===== src/rtl/bcd_rtc_timer.sv =====
// BCD real-time clock (HH:MM:SS) with a built-in prescaler, 12/24-hour display,
// range-checked time load, a minute-resolution alarm and one-cycle status strobes.
module bcd_rtc_timer #(
  parameter int TICK_DIV = 50_000_000
) (
  input  logic       i_clk,
  input  logic       i_reset,
  input  logic       i_en,
  input  logic       i_mode_12h,
  input  logic       i_load,
  input  logic [3:0] i_set_hour_h,
  input  logic [3:0] i_set_hour_l,
  input  logic [3:0] i_set_minut_h,
  input  logic [3:0] i_set_minut_l,
  input  logic [3:0] i_set_second_h,
  input  logic [3:0] i_set_second_l,
  input  logic       i_alarm_wr,
  input  logic       i_alarm_en,
  output logic [3:0] o_hour_h,
  output logic [3:0] o_hour_l,
  output logic [3:0] o_minut_h,
  output logic [3:0] o_minut_l,
  output logic [3:0] o_second_h,
  output logic [3:0] o_second_l,
  output logic       o_pm,
  output logic       o_tick,
  output logic       o_day_wrap,
  output logic       o_alarm,
  output logic       o_load_err
);

  localparam int            PW        = (TICK_DIV > 1) ? $clog2(TICK_DIV) : 1;
  localparam logic [PW-1:0] PRESC_MAX = PW'(TICK_DIV - 1);

  logic [PW-1:0] presc_q, presc_d;
  logic [3:0]    hour_h_q, hour_l_q, min_h_q, min_l_q, sec_h_q, sec_l_q;
  logic [3:0]    hour_h_d, hour_l_d, min_h_d, min_l_d, sec_h_d, sec_l_d;
  logic [3:0]    alm_hour_h_q, alm_hour_l_q, alm_min_h_q, alm_min_l_q;
  logic [3:0]    alm_hour_h_d, alm_hour_l_d, alm_min_h_d, alm_min_l_d;
  logic          tick_q, tick_d, day_wrap_q, day_wrap_d;
  logic          alarm_q, alarm_d, load_err_q, load_err_d;
  logic          tick_s, load_ok_s, alarm_ok_s;
  logic [3:0]    disp_hour_h_s, disp_hour_l_s;

  function automatic logic hm_valid(input logic [3:0] hh, input logic [3:0] hl,
                                    input logic [3:0] mh, input logic [3:0] ml);
    return (hl <= 4'd9) && (ml <= 4'd9) && (mh <= 4'd5) && (hh <= 4'd2) &&
           !((hh == 4'd2) && (hl > 4'd3));
  endfunction

  function automatic logic time_valid(input logic [3:0] hh, input logic [3:0] hl,
                                      input logic [3:0] mh, input logic [3:0] ml,
                                      input logic [3:0] sh, input logic [3:0] sl);
    return hm_valid(hh, hl, mh, ml) && (sh <= 4'd5) && (sl <= 4'd9);
  endfunction

  assign tick_s     = i_en && (presc_q == PRESC_MAX);
  assign load_ok_s  = time_valid(i_set_hour_h, i_set_hour_l, i_set_minut_h,
                                 i_set_minut_l, i_set_second_h, i_set_second_l);
  assign alarm_ok_s = hm_valid(i_set_hour_h, i_set_hour_l, i_set_minut_h, i_set_minut_l);

  // Next-state: load beats tick; a rejected load also swallows the tick and holds the prescaler.
  always_comb begin
    presc_d      = presc_q;
    hour_h_d     = hour_h_q;
    hour_l_d     = hour_l_q;
    min_h_d      = min_h_q;
    min_l_d      = min_l_q;
    sec_h_d      = sec_h_q;
    sec_l_d      = sec_l_q;
    alm_hour_h_d = alm_hour_h_q;
    alm_hour_l_d = alm_hour_l_q;
    alm_min_h_d  = alm_min_h_q;
    alm_min_l_d  = alm_min_l_q;
    tick_d       = 1'b0;
    day_wrap_d   = 1'b0;
    alarm_d      = 1'b0;
    load_err_d   = (i_load && !load_ok_s) || (i_alarm_wr && !alarm_ok_s);

    if (i_alarm_wr && alarm_ok_s) begin
      alm_hour_h_d = i_set_hour_h;
      alm_hour_l_d = i_set_hour_l;
      alm_min_h_d  = i_set_minut_h;
      alm_min_l_d  = i_set_minut_l;
    end else begin
      alm_hour_h_d = alm_hour_h_q;
    end

    if (i_load) begin
      if (load_ok_s) begin
        hour_h_d = i_set_hour_h;
        hour_l_d = i_set_hour_l;
        min_h_d  = i_set_minut_h;
        min_l_d  = i_set_minut_l;
        sec_h_d  = i_set_second_h;
        sec_l_d  = i_set_second_l;
        presc_d  = '0;
      end else begin
        presc_d  = presc_q;
      end
    end else if (tick_s) begin
      presc_d = '0;
      tick_d  = 1'b1;
      if (sec_l_q != 4'd9) begin
        sec_l_d = sec_l_q + 4'd1;
      end else begin
        sec_l_d = 4'd0;
        if (sec_h_q != 4'd5) begin
          sec_h_d = sec_h_q + 4'd1;
        end else begin
          sec_h_d = 4'd0;
          if (min_l_q != 4'd9) begin
            min_l_d = min_l_q + 4'd1;
          end else begin
            min_l_d = 4'd0;
            if (min_h_q != 4'd5) begin
              min_h_d = min_h_q + 4'd1;
            end else begin
              min_h_d = 4'd0;
              if ((hour_h_q == 4'd2) && (hour_l_q == 4'd3)) begin
                hour_h_d   = 4'd0;
                hour_l_d   = 4'd0;
                day_wrap_d = 1'b1;
              end else if (hour_l_q == 4'd9) begin
                hour_l_d = 4'd0;
                hour_h_d = hour_h_q + 4'd1;
              end else begin
                hour_l_d = hour_l_q + 4'd1;
              end
            end
          end
        end
      end
      alarm_d = i_alarm_en && (sec_h_d == 4'd0) && (sec_l_d == 4'd0) &&
                (min_h_d == alm_min_h_q) && (min_l_d == alm_min_l_q) &&
                (hour_h_d == alm_hour_h_q) && (hour_l_d == alm_hour_l_q);
    end else if (i_en) begin
      presc_d = presc_q + 1'b1;
    end else begin
      presc_d = presc_q;
    end
  end

  // 12-hour mapping: 00 -> 12, 13..19 -> 01..07, 20..21 -> 08..09, 22..23 -> 10..11.
  always_comb begin
    disp_hour_h_s = hour_h_q;
    disp_hour_l_s = hour_l_q;
    if (i_mode_12h) begin
      if ((hour_h_q == 4'd0) && (hour_l_q == 4'd0)) begin
        disp_hour_h_s = 4'd1;
        disp_hour_l_s = 4'd2;
      end else if ((hour_h_q == 4'd1) && (hour_l_q >= 4'd3)) begin
        disp_hour_h_s = 4'd0;
        disp_hour_l_s = hour_l_q - 4'd2;
      end else if ((hour_h_q == 4'd2) && (hour_l_q <= 4'd1)) begin
        disp_hour_h_s = 4'd0;
        disp_hour_l_s = hour_l_q + 4'd8;
      end else if (hour_h_q == 4'd2) begin
        disp_hour_h_s = 4'd1;
        disp_hour_l_s = hour_l_q - 4'd2;
      end else begin
        disp_hour_h_s = hour_h_q;
        disp_hour_l_s = hour_l_q;
      end
    end else begin
      disp_hour_h_s = hour_h_q;
      disp_hour_l_s = hour_l_q;
    end
  end

  // State and strobe registers.
  always_ff @(posedge i_clk or posedge i_reset) begin
    if (i_reset) begin
      presc_q      <= '0;
      hour_h_q     <= 4'd0;
      hour_l_q     <= 4'd0;
      min_h_q      <= 4'd0;
      min_l_q      <= 4'd0;
      sec_h_q      <= 4'd0;
      sec_l_q      <= 4'd0;
      alm_hour_h_q <= 4'd0;
      alm_hour_l_q <= 4'd0;
      alm_min_h_q  <= 4'd0;
      alm_min_l_q  <= 4'd0;
      tick_q       <= 1'b0;
      day_wrap_q   <= 1'b0;
      alarm_q      <= 1'b0;
      load_err_q   <= 1'b0;
    end else begin
      presc_q      <= presc_d;
      hour_h_q     <= hour_h_d;
      hour_l_q     <= hour_l_d;
      min_h_q      <= min_h_d;
      min_l_q      <= min_l_d;
      sec_h_q      <= sec_h_d;
      sec_l_q      <= sec_l_d;
      alm_hour_h_q <= alm_hour_h_d;
      alm_hour_l_q <= alm_hour_l_d;
      alm_min_h_q  <= alm_min_h_d;
      alm_min_l_q  <= alm_min_l_d;
      tick_q       <= tick_d;
      day_wrap_q   <= day_wrap_d;
      alarm_q      <= alarm_d;
      load_err_q   <= load_err_d;
    end
  end

  assign o_hour_h   = disp_hour_h_s;
  assign o_hour_l   = disp_hour_l_s;
  assign o_minut_h  = min_h_q;
  assign o_minut_l  = min_l_q;
  assign o_second_h = sec_h_q;
  assign o_second_l = sec_l_q;
  assign o_pm       = (hour_h_q == 4'd2) || ((hour_h_q == 4'd1) && (hour_l_q >= 4'd2));
  assign o_tick     = tick_q;
  assign o_day_wrap = day_wrap_q;
  assign o_alarm    = alarm_q;
  assign o_load_err = load_err_q;

endmodule


===== config.mk =====
export PLATFORM = sky130hd
export DESIGN_NAME = bcd_rtc_timer
export DESIGN_NICKNAME = d
export VERILOG_FILES = /design/src/rtl/bcd_rtc_timer.sv
export SDC_FILE = /design/constraint.sdc
export NUM_CORES = 1
export LEC_CHECK = 0
export BUFFER_PORTS_ARGS = -buffer_cell sky130_fd_sc_hd__buf_2
export CELL_PAD_IN_SITES_DETAIL_PLACEMENT = 0
export CELL_PAD_IN_SITES_GLOBAL_PLACEMENT = 2
export CORE_MARGIN = 4
export CORE_UTILIZATION = 32
export DETAILED_ROUTE_END_ITERATION = 10
export PLACE_DENSITY = 0.8
export SYNTH_ARGS = -nofsm -noshare
export SYNTH_HDL_FRONTEND = slang
export SYNTH_SLANG_ARGS = --single-unit
export TNS_END_PERCENT = 20

===== constraint.sdc =====
create_clock -name i_clk -period 2.7 [get_ports i_clk]
set_clock_uncertainty 0.05 [all_clocks]
set_input_delay 0.54 -clock i_clk [delete_from_list [all_inputs] [get_ports i_clk]]
set_output_delay 0.54 -clock i_clk [all_outputs]
set_load 0.01 [all_outputs]

==> results.yml, run 1 <==
synthesis:
  synth-seq-area-share: 0.370
  synth_area_leader_cell: "dfrtp_1"
  synth_common_cells: "dfrtp_1 (70), nor2_1 (61), o21ai_0 (53)"
  synth.top_cells.by_area: "dfrtp_1 (37%), o21ai_0 (5.6%), nor2_1 (4.8%), nand2_1 (3.7%), a21oi_1 (3.2%)"
  synth-edff-count: 0
  synth_area_um2: 4730
  synth_most_common_cell: "dfrtp_1"
  yosysWarnings: 0
  syn-num-nets: 607
  ys_seq_elements: 70
  synth.distinct_cells: 68
  synthFlopType: "dfrtp_1"
  synth_top_area_frac: 0.370
  syn_avg_cell_area_um2: 8.37
  async_reset_ff_frac: 1.00
  synth_cells: 565
grt:
  grt_start_max_net_pins: 42
  grt_overflow: 0
  antenna_found_initial: 0
  grt_pass1_wl_um: 25400
  grt_usage: 0.194
  grt_pass1_vias: 4772
routing:
  drcViolationCount: 0
  viasPerCell: 5.47
  vias: 4737
  wirelength_um: 15900
  ant_nets: 0
  firstDrtPassIters: 5
  dr.first_iter.drc_count: 324
  wl_per_cell_um: 18.4
floorplanning:
  rows: 44
  fp.dieH_um: 130
  die_w_um: 130
  num_io_pins: 60
  initial_core_util: 0.327
  dieArea_um2: 16800
  core_area_um2: 14500
final_layout:
  layout.nets: 719
  syn_to_final_growth_pct: 29.2
  diodes: 0
  final_cells: 866
  final_cell_area_um2: 6110
  fillCellCount: 1475
  drive_gt1_frac: 0.280
timing:
  min_period_ns: 2.62
  period_share: 0.970
  rsz0062_at_grt: "true"
  hold_viol_final: 0
  setup_ws_ns: 0.0823
  setup_viol: 0
  worst_slew_pin_slew_ns: 0.561
  whs_ns: 0.215
  relSlewSlack: 0.622
  slew_viol_final: 0
  fmax_mhz: 382
power:
  power_density_nw_per_um2: 517
  ir_drop_uv: 314
  p_leak_nw: 2.74
hold_path:
  hold_path.class: "input port to async pin"
cts:
  cts_buffers: 9
  clk_pin_slew_ns: 0.06
  clk_path_buf_depth: 2
  cts_root_buf: "clkbuf_16"
  worstSkewPairLatency_ns: 0.34
  cts_htree_levels: 3
  hold_buffers: 0
  cts.sinks: 70
  cts_tree: "yes"
critical_path:
  end_kind: "flop"
  critical-path-top-delay-family: "simple AND/OR/NAND/NOR gates"
  worstPathRequired_ns: 2.90
  critPathLaunchType: "flop"
  cp_num_buf_inv: 1
  cp.arrival_ns: 2.82
  critPathMaxStageDelay_ns: 0.46
  critPathKind: "flop to flop"
  cp_max_fo: 11
  path_cells: "and4bb_2, nand2_1, buf_4, o31ai_1, xnor2_1, o2111ai_1, a2111o_1, nor4_2"
  slowest_stage: "and4bb_2"
placement:
  place_area_um2: 5680
  dp_cells: 845
  place.gp.congestion: 0.926
  place_ws_ns: -0.247
  port_buffers: 59
  place_hpwl_um: 12200
outcome:
  status: "finished, final reports clean"
job:
  max-cap-violations: 0
through the flow:
| step | total power [mW] | TNS, ns | utilization |
|---|---|---|---|
| floorplan | 1.65 | 0 | - |
| global route | 3.31 | -0.0347 | 0.422 |
| CTS | 3.17 | 0 | 0.415 |
| detailed placement | 1.93 | -6.24 | 0.392 |
| finish | 3.16 | 0 | 0.422 |
| global placement | 1.92 | -5.07 | 0.392 |
sequential cells by signal, indices dropped and copies added (netlist names):
signal / count
hour_l_q: 4
alm_min_l_q: 4
o_day_wrap: 1
o_load_err: 1
o_tick: 1
alm_hour_l_q: 4
o_minut_h: 4
hour_h_q: 4
presc_q: 26
o_minut_l: 4
o_second_h: 4
o_second_l: 4
alm_hour_h_q: 4
alm_min_h_q: 4
o_alarm: 1
cell usage in the layout (no fill, tap or decap), types with 4 or more instances in the layout:
cell type,n
a21oi_1,28
a22oi_1,10
a31oi_1,10
and2_1,7
and3_1,8
buf_2,59
buf_4,68
clkbuf_16,9
dfrtp_1,69
ha_1,10
inv_1,21
mux2_2,11
mux2i_1,11
nand2_1,46
nand3_1,24
nand4_1,15
nor2_1,61
nor2b_1,4
nor3_1,16
nor4_1,6
o21ai_0,53
o31ai_1,5
xnor2_1,17
xor2_1,10
logic make-up after synthesis:
family,synth area share
AOI/OAI and AO/OA,0.200
xor gates and xnor gates,0.0500
adders and majority gates,0.0291
DFF,0.370
and+or+nand+nor,0.252
muxes,0.0495
buffers and inverters,0.0484
repair_timing:
action,4_1_cts,5_1_grt
pin swaps,1,6
hold endpoints to repair,0,0
gates resized for setup,2,26
setup endpoints to repair,4,30
buffers inserted,3,2
where the power goes:
part / switching (mW) / internal (mW)
clock: 0.493 / 0.718
sequential: 0.0995 / 1.15
combinational: 0.397 / 0.302
metal layers:
layer,vias to the layer above,part of all wire,track usage
met5,-,0,0
met4,0,0.016,0.0507
met3,17,0.058,0.0425
met2,140,0.49,0.329
met1,2292,0.44,0.250
li1,2288,-,-
tightest hold or removal path, cell delays in order:
cell and delay (ns):
buf_2 0.10, inv_2 0.04, buf_4 0.34
path summary, 6_finish.rpt:
| kind | from | end | slack [ns] | cells after the start |
|---|---|---|---|---|
| min in group i_clk | i_set_minut_h[0] | alm_min_h_q[0]$_DFFE_PP0P_ | 0.39 | 3 |
| max in group asynchronous | i_reset | hour_l_q[0]$_DFFE_PP0P_ | 1.91 | 3 |
| max | o_second_h[3]$_DFFE_PP0P_ | o_alarm$_DFF_PP0_ | 0.08 | 8 |
| min | i_reset | presc_q[6]$_DFFE_PP0P_ | 0.22 | 3 |
| min reg2reg | presc_q[25]$_DFFE_PP0P_ | presc_q[25]$_DFFE_PP0P_ | 0.45 | 1 |
| max reg2reg | o_second_h[3]$_DFFE_PP0P_ | o_alarm$_DFF_PP0_ | 0.08 | 8 |
layout make-up:
type / count / area (um^2) / area share
Tap cell: 184 / 230 / 0.0377
Sequential cell: 70 / 1750 / 0.287
Timing Repair Buffer: 133 / 900 / 0.147
Clock buffer: 9 / 225 / 0.0369
Clock inverter: 7 / 73.8 / 0.0121
Multi-Input combinational cell: 438 / 2830 / 0.464
Inverter: 25 / 95.1 / 0.0156
Power figures use the tool's default switching activity.
==> run 2: changes to the inputs <==
--- a/config.mk
+++ b/config.mk
@@ -8,6 +8,7 @@
 export BUFFER_PORTS_ARGS = -buffer_cell sky130_fd_sc_hd__buf_2
 export CELL_PAD_IN_SITES_DETAIL_PLACEMENT = 0
 export CELL_PAD_IN_SITES_GLOBAL_PLACEMENT = 2
+export CORE_ASPECT_RATIO = 0.6
 export CORE_MARGIN = 4
 export CORE_UTILIZATION = 32
 export DETAILED_ROUTE_END_ITERATION = 10
==> constraint.sdc (replaced) <==
create_clock -name i_clk -period 2.7 [get_ports i_clk]
set_clock_uncertainty 0.05 [all_clocks]
set_input_delay 0 -clock i_clk [delete_from_list [all_inputs] [get_ports i_clk]]
set_output_delay 0 -clock i_clk [all_outputs]
set_load 0.01 [all_outputs]
==> run 2 against run 1 <==
- hold slack worse by 0.0035 ns
- die area up 0.38%
- critical path type unchanged
- global-route usage up 1.3 points
- final cell count up 5.0%
- critical endpoint unchanged
- cell area up 5.1%
- via count up 4.8%
- clock power up 8%
- setup slack worse by 0.022 ns
- largest power group is now clock
==> results.yml, run 2 (synthesis gave the netlist of run 1 again) <==
outcome:
  status: "finished, final reports clean"
power:
  power_frac_clock: 0.397
  swShare: 0.301
  p_leak_nw: 2.86
  p_sw_uw: 989
  p_int_mw: 2.30
  p_comb_frac: 0.215
  power_density_nw_per_um2: 512
  total_power_mw: 3.29
  ir_drop_uv: 276
  p_seq_frac: 0.387
timing:
  slew_viol_final: 0
  fmax_mhz: 379
  setup_ws_ns: 0.0606
  worst_slew_pin_slew_ns: 0.875
  min_period_ns: 2.64
  setup_viol: 0
  period_share: 0.978
  fin_setup_tns_ns: 0
  relSlewSlack: 0.416
  whs_ns: 0.212
  hold_viol_final: 0
critical_path:
  critical-path-top-delay-family: "simple AND/OR/NAND/NOR gates"
  critPathKind: "flop to flop"
  end_kind: "flop"
  path_cells: "or4_1, or3_4, or4_4, clkinv_4, o2111ai_4, a2111o_1, nor4_2"
  critPathLaunchType: "flop"
  worstPathRequired_ns: 2.88
  critPathMaxStageDelay_ns: 0.53
  r2r_slack_ns: 0.06
  cp.arrival_ns: 2.82
  cp_num_buf_inv: 1
  slowest_stage: "or4_1"
  cp_max_fo: 3
final_layout:
  final_cell_area_um2: 6420
  largest_reg_flops: 26
  top_register: "presc_q"
  final_cells: 909
  fillCellCount: 1476
  layout.nets: 748
  drive_gt1_frac: 0.271
  diodes: 0
  final_core_util: 0.444
  final_common_cell: "buf_4"
  syn_to_final_growth_pct: 35.8
  layout_common_cells: "buf_4 (74), dfrtp_1 (70), buf_2 (60), nor2_1 (59), o21ai_0 (53)"
grt:
  antenna_found_initial: 0
  grt_pass1_wl_um: 26600
  busiest_layer: "met1"
  met2_usage: 0.269
  grt_pass1_vias: 4627
  grt.met1_usage: 0.348
  grt_usage: 0.206
  grtUsageMet3: 0.0347
  grt_start_max_net_pins: 49
  grt_overflow: 0
floorplanning:
  die_w_um: 165
  initial_core_util: 0.327
  num_io_pins: 60
  dieArea_um2: 16900
  rows: 34
  core_area_um2: 14500
  fp.dieH_um: 102
job:
  max-cap-violations: 0
routing:
  drcViolationCount: 0
  viasPerCell: 5.46
  wirelength_um: 17400
  ant_nets: 0
  wl_per_cell_um: 19.2
  dr.first_iter.drc_count: 488
  vias: 4966
  firstDrtPassIters: 5
cts:
  clk_path_buf_depth: 2
  clk_pin_slew_ns: 0.06
  cts_buffers: 9
  cts_tree: "yes"
  cts.sinks: 70
  worstSkewPairLatency_ns: 0.33
  cts_htree_levels: 3
  cts_root_buf: "clkbuf_16"
placement:
  place_area_um2: 5690
  place_ws_ns: -0.158
  port_buffers: 59
  dp_cells: 862
  place.gp.congestion: 0.911
  place_hpwl_um: 13300
hold_path:
  hold_path.class: "input port to flop"
run 2: cell types whose count changed in the layout (fill, tap and decap cells not counted), moves of 2 or more:
cell / previous run / this run
or3_4: 0 / 2
clkinv_2: 3 / 1
and3_1: 8 / 10
buf_4: 68 / 74
dlygate4sd3_1: 0 / 24
a21oi_1: 28 / 30
nor2_1: 61 / 59
or3_1: 3 / 1
nand3_2: 0 / 2
nand3_1: 24 / 22
a21oi_2: 2 / 0
a2111oi_2: 2 / 0
run 2: final timing paths:
path | endpoint | start | cells past startpoint
hold reg to reg | presc_q[1]$_DFFE_PP0P_ | presc_q[1]$_DFFE_PP0P_ | 2
setup / recovery | o_alarm$_DFF_PP0_ | presc_q[18]$_DFFE_PP0P_ | 7
hold / removal | o_day_wrap$_DFF_PP0_ | i_load | 5
setup reg to reg | o_alarm$_DFF_PP0_ | presc_q[18]$_DFFE_PP0P_ | 7
max in group asynchronous | o_minut_l[3]$_DFFE_PP0P_ | i_reset | 4
min in group asynchronous | presc_q[22]$_DFFE_PP0P_ | i_reset | 3
run 2: power groups by stage:
| stage | clock network (mW) | registers, mW | logic [mW] |
|---|---|---|---|
| floorplan | 0 | 1.25 | 0.402 |
| global placement | 0 | 1.28 | 0.647 |
| detailed placement | 0 | 1.28 | 0.653 |
| CTS | 1.32 | 1.27 | 0.691 |
| global route | 1.36 | 1.29 | 0.777 |
| finish | 1.31 | 1.27 | 0.707 |
run 2: final cells by class:
type	instances	area, um^2	share of cell area
Clock inverter	5	81.3	0.0127
Multi-Input combinational cell	438	2840	0.442
Timing Repair Buffer	162	1160	0.180
Tap cell	198	248	0.0386
Inverter	25	98.8	0.0154
Clock buffer	11	243	0.0378
Sequential cell	70	1750	0.273
run 2: worst register-to-register path, cell delays in order, from the launching register on:
cell and delay (ns):
dfrtp_1 0.37, or4_1 0.53, or3_4 0.34, or4_4 0.47, clkinv_4 0.08, o2111ai_4 0.11
a2111o_1 0.34, nor4_2 0.26
run 2: metal layers:
layer	wire length, um	share of wire	up-vias
met2	6690	0.38	183
li1	-	-	2351
met4	112	0.0064	0
met3	1220	0.070	10
met5	0	0	-
met1	9410	0.54	2422
run 2: what timing repair did:
item / 4_1_cts / 5_1_grt
endpoints found under the setup margin: 1 / 11
endpoints found under the hold margin: 67 / 0
hold buffers: 24 / 0
pin swaps: 4 / 11
gates resized for setup: 7 / 17
buffers inserted: 0 / 6
cloned: 0 / 1
